[config.mk]
export PLATFORM = sky130hd
export DESIGN_NAME = tmds_decoder
export DESIGN_NICKNAME = d
export VERILOG_FILES = /design/src/rtl/tmds_decoder.sv
export SDC_FILE = /design/constraint.sdc
export NUM_CORES = 1
export LEC_CHECK = 0
export CORE_MARGIN = 3
export CORE_UTILIZATION = 55
export CTS_CLUSTER_SIZE = 8
export DETAILED_ROUTE_END_ITERATION = 6
export GPL_ROUTABILITY_DRIVEN = 0
export PLACE_DENSITY = 0.78
export SLEW_MARGIN = 20
export SYNTH_ARGS = -nofsm -noshare
export SYNTH_HDL_FRONTEND = slang
export SYNTH_SLANG_ARGS = --single-unit
[constraint.sdc]
create_clock -name pix_clk -period 4.4 [get_ports pix_clk]
set_input_delay 0.44 -clock pix_clk [delete_from_list [all_inputs] [get_ports pix_clk]]
set_output_delay 0.44 -clock pix_clk [all_outputs]
set_load 0.01 [all_outputs]
[src/rtl/tmds_decoder.sv]
// tmds_decoder: one TMDS lane receiver: bit-slip alignment on control-token runs, symbol decode; 2-edge latency, no backpressure.
// Optional build macro TMDS_DECODER_LOSS_CNT_EN adds an 8-bit saturating lock-loss counter output (loss_count).
module tmds_decoder #(
  parameter int CTRL_RUN       = 8,
  parameter int SEARCH_TIMEOUT = 4096
) (
  input  logic       pix_clk,
  input  logic       resetn,
  input  logic [9:0] tmds_word,
  output logic [7:0] data,
  output logic       de,
  output logic       c0,
  output logic       c1,
  output logic       locked,
  output logic [3:0] offset
`ifdef TMDS_DECODER_LOSS_CNT_EN
  ,
  output logic [7:0] loss_count
`endif
);

  localparam logic [7:0]  RUN_TARGET   = 8'(CTRL_RUN);
  localparam logic [15:0] TIMEOUT_LAST = 16'(SEARCH_TIMEOUT - 1);

  typedef enum logic {SEARCH = 1'b0, LOCKED = 1'b1} state_t;

  state_t      state, state_nxt;
  logic [9:0]  prev, sym, sym_d;
  logic [19:0] window;
  logic [7:0]  run, run_inc;
  logic [15:0] timer;
  logic        is_tok, run_done, timeout, slip;
  logic [1:0]  tok_c;
  logic [7:0]  d, dec;

  // Stage 1: capture the raw word and the symbol at the current slip offset.
  assign window = {tmds_word, prev};
  assign sym_d  = window[offset +: 10];

  always_ff @(posedge pix_clk or negedge resetn) begin
    if (!resetn) begin
      prev <= '0;
      sym  <= '0;
    end else begin
      prev <= tmds_word;
      sym  <= sym_d;
    end
  end

  always_comb begin
    is_tok = 1'b1;
    tok_c  = 2'b00;
    case (sym)
      10'h354: tok_c = 2'b00;
      10'h0AB: tok_c = 2'b01;
      10'h154: tok_c = 2'b10;
      10'h2AB: tok_c = 2'b11;
      default: is_tok = 1'b0;
    endcase
  end

  always_comb begin
    d      = sym[9] ? ~sym[7:0] : sym[7:0];
    dec    = '0;
    dec[0] = d[0];
    for (int i = 1; i < 8; i++)
      dec[i] = sym[8] ? (d[i] ^ d[i-1]) : ~(d[i] ^ d[i-1]);
  end

  // A completed run wins over a coincident timeout: no slip, no lock loss.
  assign run_inc  = run + 8'd1;
  assign run_done = is_tok && (run_inc == RUN_TARGET);
  assign timeout  = (timer == TIMEOUT_LAST);
  assign slip     = (state == SEARCH) && !run_done && timeout;

  always_ff @(posedge pix_clk or negedge resetn) begin
    if (!resetn)
      state <= SEARCH;
    else
      state <= state_nxt;
  end

  always_comb begin
    state_nxt = state;
    case (state)
      SEARCH:  if (run_done) state_nxt = LOCKED;
      LOCKED:  if (!run_done && timeout) state_nxt = SEARCH;
      default: state_nxt = SEARCH;
    endcase
  end

  always_comb begin
    locked = (state == LOCKED);
  end

  always_ff @(posedge pix_clk or negedge resetn) begin
    if (!resetn) begin
      run    <= '0;
      timer  <= '0;
      offset <= '0;
    end else begin
      if (run_done || timeout) begin
        run   <= '0;
        timer <= '0;
      end else begin
        run   <= is_tok ? run_inc : 8'd0;
        timer <= timer + 16'd1;
      end
      if (slip)
        offset <= (offset == 4'd9) ? 4'd0 : offset + 4'd1;
    end
  end

  // Stage 2: gated by the pre-edge state, so the locking token itself stays zeroed.
  always_ff @(posedge pix_clk or negedge resetn) begin
    if (!resetn) begin
      data <= '0;
      de   <= 1'b0;
      c0   <= 1'b0;
      c1   <= 1'b0;
    end else if (state != LOCKED) begin
      data <= '0;
      de   <= 1'b0;
      c0   <= 1'b0;
      c1   <= 1'b0;
    end else if (is_tok) begin
      data <= '0;
      de   <= 1'b0;
      c0   <= tok_c[0];
      c1   <= tok_c[1];
    end else begin
      data <= dec;
      de   <= 1'b1;
    end
  end

`ifdef TMDS_DECODER_LOSS_CNT_EN
  always_ff @(posedge pix_clk or negedge resetn) begin
    if (!resetn)
      loss_count <= '0;
    else if ((state == LOCKED) && (state_nxt == SEARCH) && (loss_count != 8'hFF))
      loss_count <= loss_count + 8'd1;
  end
`endif

endmodule

# ---- After elaboration in Yosys (flattened, before gate mapping)
# Index checks and enable logic that the tools add are counted.
dict set report word_totals {
  register_bits 60
  latchBits 0
  ram_bits 0
  romBits 0
  input_bits 12
  output_inout_bits 16
  elab_cells 70
  n_memories 0
}
dict set report classes {
  add_sub_neg 3
  multipliers 0
  div 0
  magnitude_cmp 0
  n_eq_ne 8
  shift 1
  mux 25
  bitwise_logic 16
  n_reduce_logical 7
}
# op n
set op_table {}
lappend op_table {{2-to-1 mux 8 bit} 5}
lappend op_table {{equality test 10 bit (second input constant)} 2}
lappend op_table {{variable part select 20 x 5 -> 10 bit} 1}
lappend op_table {{adder 16 x 1 -> 16 bit (second input constant)} 1}
lappend op_table {{equality test 16 x 12 -> 1 bit (second input constant)} 1}
lappend op_table {{2-to-1 mux 1 bit} 16}
lappend op_table {{2-to-1 mux 16 bit} 1}
lappend op_table {{equality test 10 x 8 -> 1 bit (second input constant)} 1}
lappend op_table {{equality test 10 x 9 -> 1 bit (second input constant)} 1}
lappend op_table {{adder 8 x 1 -> 8 bit (second input constant)} 1}
lappend op_table {{equality test 8 x 4 -> 1 bit (second input constant)} 1}
lappend op_table {{NOT 1 bit} 8}
lappend op_table {{NOT 8 bit} 1}
lappend op_table {{XOR 1 bit} 7}
lappend op_table {{case mux 2 bit (3 select lines)} 1}
lappend op_table {{adder 4 x 1 -> 4 bit (second input constant)} 1}
lappend op_table {{equality test 4 bit (second input constant)} 1}
lappend op_table {{logical AND 1 bit} 4}
lappend op_table {{2-to-1 mux 4 bit} 1}
lappend op_table {{OR reduction 4 bit} 1}
lappend op_table {{inequality test 2 x 1 -> 1 bit (second input constant)} 1}
lappend op_table {{case mux 1 bit (2 select lines)} 1}
lappend op_table {{zero test 1 bit} 1}
lappend op_table {{logical OR 1 bit} 1}

# ---- Depth between registers and ports, before layout
dict set report logic_depth {
  depth_word 8
  ltp_mapped 8
  depth_no_buf 7
}

# ---- Worst setup path before layout
# OpenSTA, ideal clock, no wires.
dict set report synth_timing {
  path_type {register to register}
  start {reg timer[0]}
  end {reg run[2]}
  setup_time_ns 0.080
  t_arrival_ns 1.728
  required_ns 4.320
  setup_slack_ns 2.592
  path_stages_with_launch 9
  path_buffers 2
  synth_period_minus_slack_ns 1.808
  cell_sequence {dfrtp_1 -> ha_1 -> and2_1 -> and4_4 -> and2_4 -> buf_6 -> or2_1 -> buf_6 -> nor3_4}
}
dict set report synth_between {
  elab_chain_cells 3
}
# item line
set synth_lines {}
lappend synth_lines {{start: declaration} 31} ;# logic [15:0] timer;
lappend synth_lines {{start signal: assignment} 107} ;# timer <= timer + 16'd1;
lappend synth_lines {{equality test 16 x 12 -> 1 bit} 73} ;# assign timeout = (timer == TIMEOUT_LAST);
lappend synth_lines {{logical OR 1 bit} 102} ;# if (run_done || timeout) begin
lappend synth_lines {{2-to-1 mux 8 bit} 102}
lappend synth_lines {{end signal: assignment} 106} ;# run <= is_tok ? run_inc : 8'd0;
lappend synth_lines {{end: declaration} 30} ;# logic [7:0] run, run_inc;
# No other way between the ends.
# A chain may end at the register's enable or synchronous reset.

# ---- Final worst setup path
dict set report layout_timing {
  start {reg offset[1]}
  end {out offset[1]}
}
# item line
set layout_rtl {}
lappend layout_rtl {{start: declaration} 15} ;# output logic [3:0] offset
lappend layout_rtl {{start signal: assignment} 110} ;# offset <= (offset == 4'd9) ? 4'd0 : offset + 4'd1;
# No word-level cell between the ends.

==> results_dict.tcl <==
set metrics [dict create \
    placedInstanceArea_mm2 0.00358 \
    synth_top_area_share_pct 45.1 \
    clockRootBuffer "clkbuf_8" \
    required_ps 3960 \
    grt_pass1_wl_mm 10.1 \
    max_slew_margin_pct 38.4 \
    synthFlopType "dfrtp_1" \
    synth-seq-cells 60 \
    min_period_ps 2420 \
    area_growth_syn_to_layout_pct 15.1 \
    maxCapViolCount 0 \
    worst_pin_slew_ps 923 \
    globalRouteOverflowTotal 0 \
    cts_buffers 9 \
    hold_class "primary input to async pin" \
    cts.clk_slew.worst_paths_ps 70 \
    syn-cell-area_mm2 0.00333 \
    synth_common_cells "60 x dfrtp_1, 31 x nor2_1, 20 x xnor2_1, 17 x nand2_1" \
    wl_per_cell_um 14.5 \
    postRouteAntennaNets 0 \
    coreArea_mm2 0.00568 \
    synth_area_per_cell_um2 11.1 \
    syn_inst 299 \
    cts_sinks 60 \
    cp_slowest_cell "dfrtp_1" \
    yosys-top-cells-area "dfrtp_1 45%, mux4_2 9.5%, xnor2_1 5.3%" \
    finalNetCount 344 \
    cts_resized 0 \
    cts_tree "built" \
    cts_setup_buffers 0 \
    h-tree-depth 3 \
    critPathKind "flip-flop to output port" \
    async_flop_share_pct 100 \
    drc 0 \
    clock.fmax_mhz 414 \
    final.period_utilization_pct 54.9 \
    finalHoldViolCount 0 \
    clock_skew_ps 5.32 \
    synth_top_cell_by_area "dfrtp_1" \
    ys_seq_area_share_pct 45.1 \
    finalSetupViolCount 0 \
    via_per_inst 5.70 \
    synth.most_common_cell "dfrtp_1" \
    vias 2274 \
    rsz0062_at_grt "false" \
    die_y_um 83.8 \
    slowest_delay_ps 950 \
    start_util_pct 58.7 \
    reg2reg_slack_ps 2240 \
    syn_nets 321 \
    cp_data_arrival_time_ps 1980 \
    cp-end-kind "output port" \
    clock_path_buffers 2 \
    io_buffers 27 \
    antenna_found_initial 0 \
    synth_edf_count 0 \
    insertedDiodeCount 0 \
    firstDrtPassIters 4 \
    slew_viol_final 0 \
    critPathMaxFanout 26 \
    chipWidth_um 83.8 \
    die_area_mm2 0.00702 \
    p_leak_nw 1.60 \
    ir_drop_v 0.000211 \
    final_area_mm2 0.00383 \
    clk_latency_ps 330 \
    first_iter_violations 113 \
    path_buf_inv 1 \
    wirelength_mm 5.80 \
    path_cells "clkdlybuf4s50_1" \
    ys_warn_count 0 \
    power.density_mw_per_mm2 327 \
    grt_max_degree 61 \
    status "finished clean" \
    ctsHoldBuffers 0 \
    grt_pass1_vias 2148 \
    track_usage_pct 18.1 \
    critPathTopFamily "flip-flops" \
    drive_gt1_share_pct 16.8 \
    dp_hpwl_mm 4.02 \
    num_io_pins 28 \
    synth_cell_types 45 \
    start_kind "flip-flop" \
    fin_tns_setup_ps 0 \
    rows 27 \
]
[path summary, 6_finish.rpt]
kind	startpoint	endpoint	depth (start not counted)
worst max-delay path	offset[1]	offset[1]	1
worst min-delay path	resetn	timer[9]	2
worst max register to register	offset[1]	sym[4]	2
worst min register to register	run[0]	run[0]	1
max in group asynchronous	resetn	timer[4]	2
min in group pix_clk	run[0]	run[0]	1
[placed cells by master (no fill, tap or decap), types with 2 or more instances in the layout]
master,n
mux4_2,14
a31oi_1,2
bufinv_16,3
nand2_1,17
and2_1,7
nor3_1,14
dfrtp_1,60
nor3_2,3
nand3_1,11
a211oi_1,2
xnor2_1,20
and4_1,2
clkdlybuf4s50_1,26
a31o_2,2
ha_1,10
mux2_2,9
nand4_1,6
nor2_1,31
and3_1,3
inv_1,14
clkbuf_8,11
a21oi_1,12
xor2_1,13
buf_4,2
mux2i_1,7
o21ai_0,5
[power by group]
group	internal [W]	leakage, nW	total (W)	switching (W)
clock	0.000406	0.127	0.000612	0.000205
sequential	0.000561	0.778	0.000571	0.0000102
combinational	0.0000366	0.692	0.0000704	0.0000338
total	0.00100	1.60	0.00125	0.000249
[area by class of cell]
type	count	area, µm²
clock buffers	12	155
inverters	14	52.6
clock inverters	4	95.1
well taps	72	90.1
fillers	435	1840
flip-flops and latches	60	1500
repair buffers	29	280
multi-input cells	208	1660
[sequential cells by signal (all words and copies together), names as in the netlist]
name	flops
c0	1
c1	1
data	8
de	1
locked	1
offset	4
prev	10
run	8
sym	10
timer	16
[metal layers]
metal / up-vias / global-route usage, % / part of all wire (%)
met5: - / 0 / 0
met4: 0 / 6.29 / 1.6
met3: 9 / 5.33 / 4.8
met2: 53 / 26.8 / 46
met1: 1124 / 25.7 / 48
li1: 1088 / - / -
[cell families (layout without fill, tap and decap cells)]
group | count (synthesis) | count (layout) | synth area share (%)
AND/OR/NAND/NOR | 105 | 105 | 16.7
flip-flops | 60 | 60 | 45.1
XOR/XNOR | 33 | 33 | 8.68
buffers and inverters | 31 | 59 | 5.11
AO/OA/AOI/OAI | 30 | 30 | 6.05
multiplexers | 30 | 30 | 14.6
adder cells (fa/ha/maj) | 10 | 10 | 3.76
[per-stage QoR]
step                worst slack (ps)  total power, W  hold slack, ps  utilization [%]  std cells
detailed placement              2260        0.000652             499             63.1        383
global route                    1870         0.00131             307             67.5        399
global placement                2290        0.000650             485             63.1        383
CTS                             1980         0.00127             265             67.5        399
floorplan                       2590        0.000620             144                -        299
finish                          1980         0.00125             248             67.5        399
No activity file was read; power rests on OpenSTA's default activity.
==> patch (same flow settings) <==
The option `TMDS_DECODER_LOSS_CNT_EN` is turned on by a define.
--- a/src/rtl/tmds_decoder.sv
+++ b/src/rtl/tmds_decoder.sv
@@ -1,5 +1,7 @@
 // tmds_decoder: one TMDS lane receiver: bit-slip alignment on control-token runs, symbol decode; 2-edge latency, no backpressure.
 // Optional build macro TMDS_DECODER_LOSS_CNT_EN adds an 8-bit saturating lock-loss counter output (loss_count).
+`define TMDS_DECODER_LOSS_CNT_EN
+
 module tmds_decoder #(
   parameter int CTRL_RUN       = 8,
   parameter int SEARCH_TIMEOUT = 4096
Function (old outputs only; new: loss_count): kept (Yosys induction, for registers that start in step).
==> patch against the unedited design <==
Sequential cell count rose by 8; clock skew increased by 0.0027 ns; combinational power decreased by 5.1%; sequential share of layout area up 1.7 points; total power decreased by 6.6%; worst setup slack got worse by 0.057 ns; area after synthesis up 8.6%; synthesized cell count increased by 13%; final area rose by 8.6%; critical endpoint is now timer[12]; routed wire length up 13%.
==> patch: results (changes against the unedited design) <==
Outcome
  – Status: complete, no violations (unchanged)

Global routing
  – Aggregate global-route resource usage: 19.1% (was 18.1%)
  – GR Util met2: 27.1% (was 26.8%)
  – Largest net degree at the start of global routing: 41 (was 61)
  – Met1 usage: 27.4% (was 25.7%)
  – GR peak layer: met1 (was met2)
  – Grt met3 use: 4.26% (was 5.33%)
  – Global-route wire length before repair: 11100 um (was 10100 um)
  – Vias in the first global route: 2353 (was 2148)

Detailed routing
  – Final wirelength: 6550 um (was 5800 um)
  – Routed via count: 2582 (was 2274)
  – Initial DRC count: 105 (was 113)
  – Met2 wire length: 2840 um (was 2670 um)
  – DRT Pass-1 Iters: 4 (unchanged)
  – Routed len/inst: 14.6 um (was 14.5 um)
  – Length of routed wiring on met1: 3210 um (was 2760 um)
  – Metal3 WL: 391 um (was 281 um)

Final layout
  – Multi-input logic portion of the cell area: 43.5% (was 43.3%)
  – Bufs w/o clock: 36 (was 29)
  – Layout cells sized above 1: 12.3% (was 16.8%)
  – Nonclk inv count: 7 (was 14)
  – Nets: 386 (was 344)
  – Sequential share of cell area: 40.9% (was 39.2%)
  – Clock network area share: 4.24% (was 6.53%)
  – Multi-input combinational cell count: 248 (was 208)
  – Largest regs: timer: 16 flops, prev: 10 flops, sym: 10 flops (unchanged)
  – Filler cell count: 468 (was 435)
  – Layout non-clock buf frac: 8.48% (was 7.31%)

Synthesis
  – Unique masters post-synth: 57 (was 45)
  – Leading cell types by count after synthesis: dfrtp_1, nor2_1, nand2_1 (was dfrtp_1, nor2_1, xnor2_1)
  – Sequential share of the synthesized area: 47.1% (was 45.1%)
  – Mean Syn Cell Area: 10.7 um^2 (was 11.1 um^2)
  – Syn Nets: 353 (was 321)
  – Synth top area cells: dfrtp_1, xnor2_1, mux4_2 (was dfrtp_1, mux4_2, xnor2_1)
  – Yosys reg bits: 68 (was 60)

Power
  – Peak supply drop: 0.213 mV (was 0.211 mV)
  – Cell Int Power: 898 uW (was 1000 uW)
  – P_leak: 0.00175 uW (was 0.00160 uW)
  – Sw frac: 23.4% (was 19.9%)

Place
  – Area post-placement: 3990 um^2 (was 3580 um^2)
  – # port buffers: 35 (was 27)
  – Post-DP HPWL: 4610 um (was 4020 um)
  – Pre-CTS setup slack: 1.94 ns (was 2.26 ns)
  – Placed insts: 434 (was 383)

Worst hold path
  – Tightest Hold Check Type: input pin to asynchronous set/reset pin (unchanged)

Setup path
  – Arr. time, crit path: 2.67 ns (was 1.98 ns)
  – Critical Path Fanout Max: 15 (was 26)
  – Worst path slowest cell: o21ai_2 (was dfrtp_1)
  – CP peak stage delay: 0.57 ns (was 0.95 ns)

Clock tree
  – Post-CTS Hold Fix Bufs: 0 (unchanged)

STA
  – Rel. slew slack: 47.9% (was 38.4%)
  – Final Skew: 0.00798 ns (was 0.00532 ns)
## patch: kinds of logic after synthesis
family / share of synthesized area (%)
adders and majority gates: 1.38
muxes: 11.0
and+or+nand+nor: 17.7
buffers and inverters: 2.87
xor gates and xnor gates: 9.93
DFF: 47.1
AOI/OAI and AO/OA: 10.1
## patch: path summary, 6_finish.rpt
path                          start        end  slack, ns  cells past startpoint
min                          resetn   timer[7]       0.11                      1
max                          run[0]  timer[12]       1.93                      6
min in group pix_clk       timer[0]   timer[0]       0.49                      1
max reg2reg                  run[0]  timer[12]       1.93                      6
max in group asynchronous    resetn  offset[0]       3.34                      2
min reg2reg                timer[0]   timer[0]       0.49                      1
## patch: worst max-delay path, delay by kind of cell, from the launching register on
family	cells	cell delay, ns
DFF	1	0.44
adders and majority gates	1	0.30
and+or+nand+nor	2	0.64
AOI/OAI and AO/OA	3	0.94
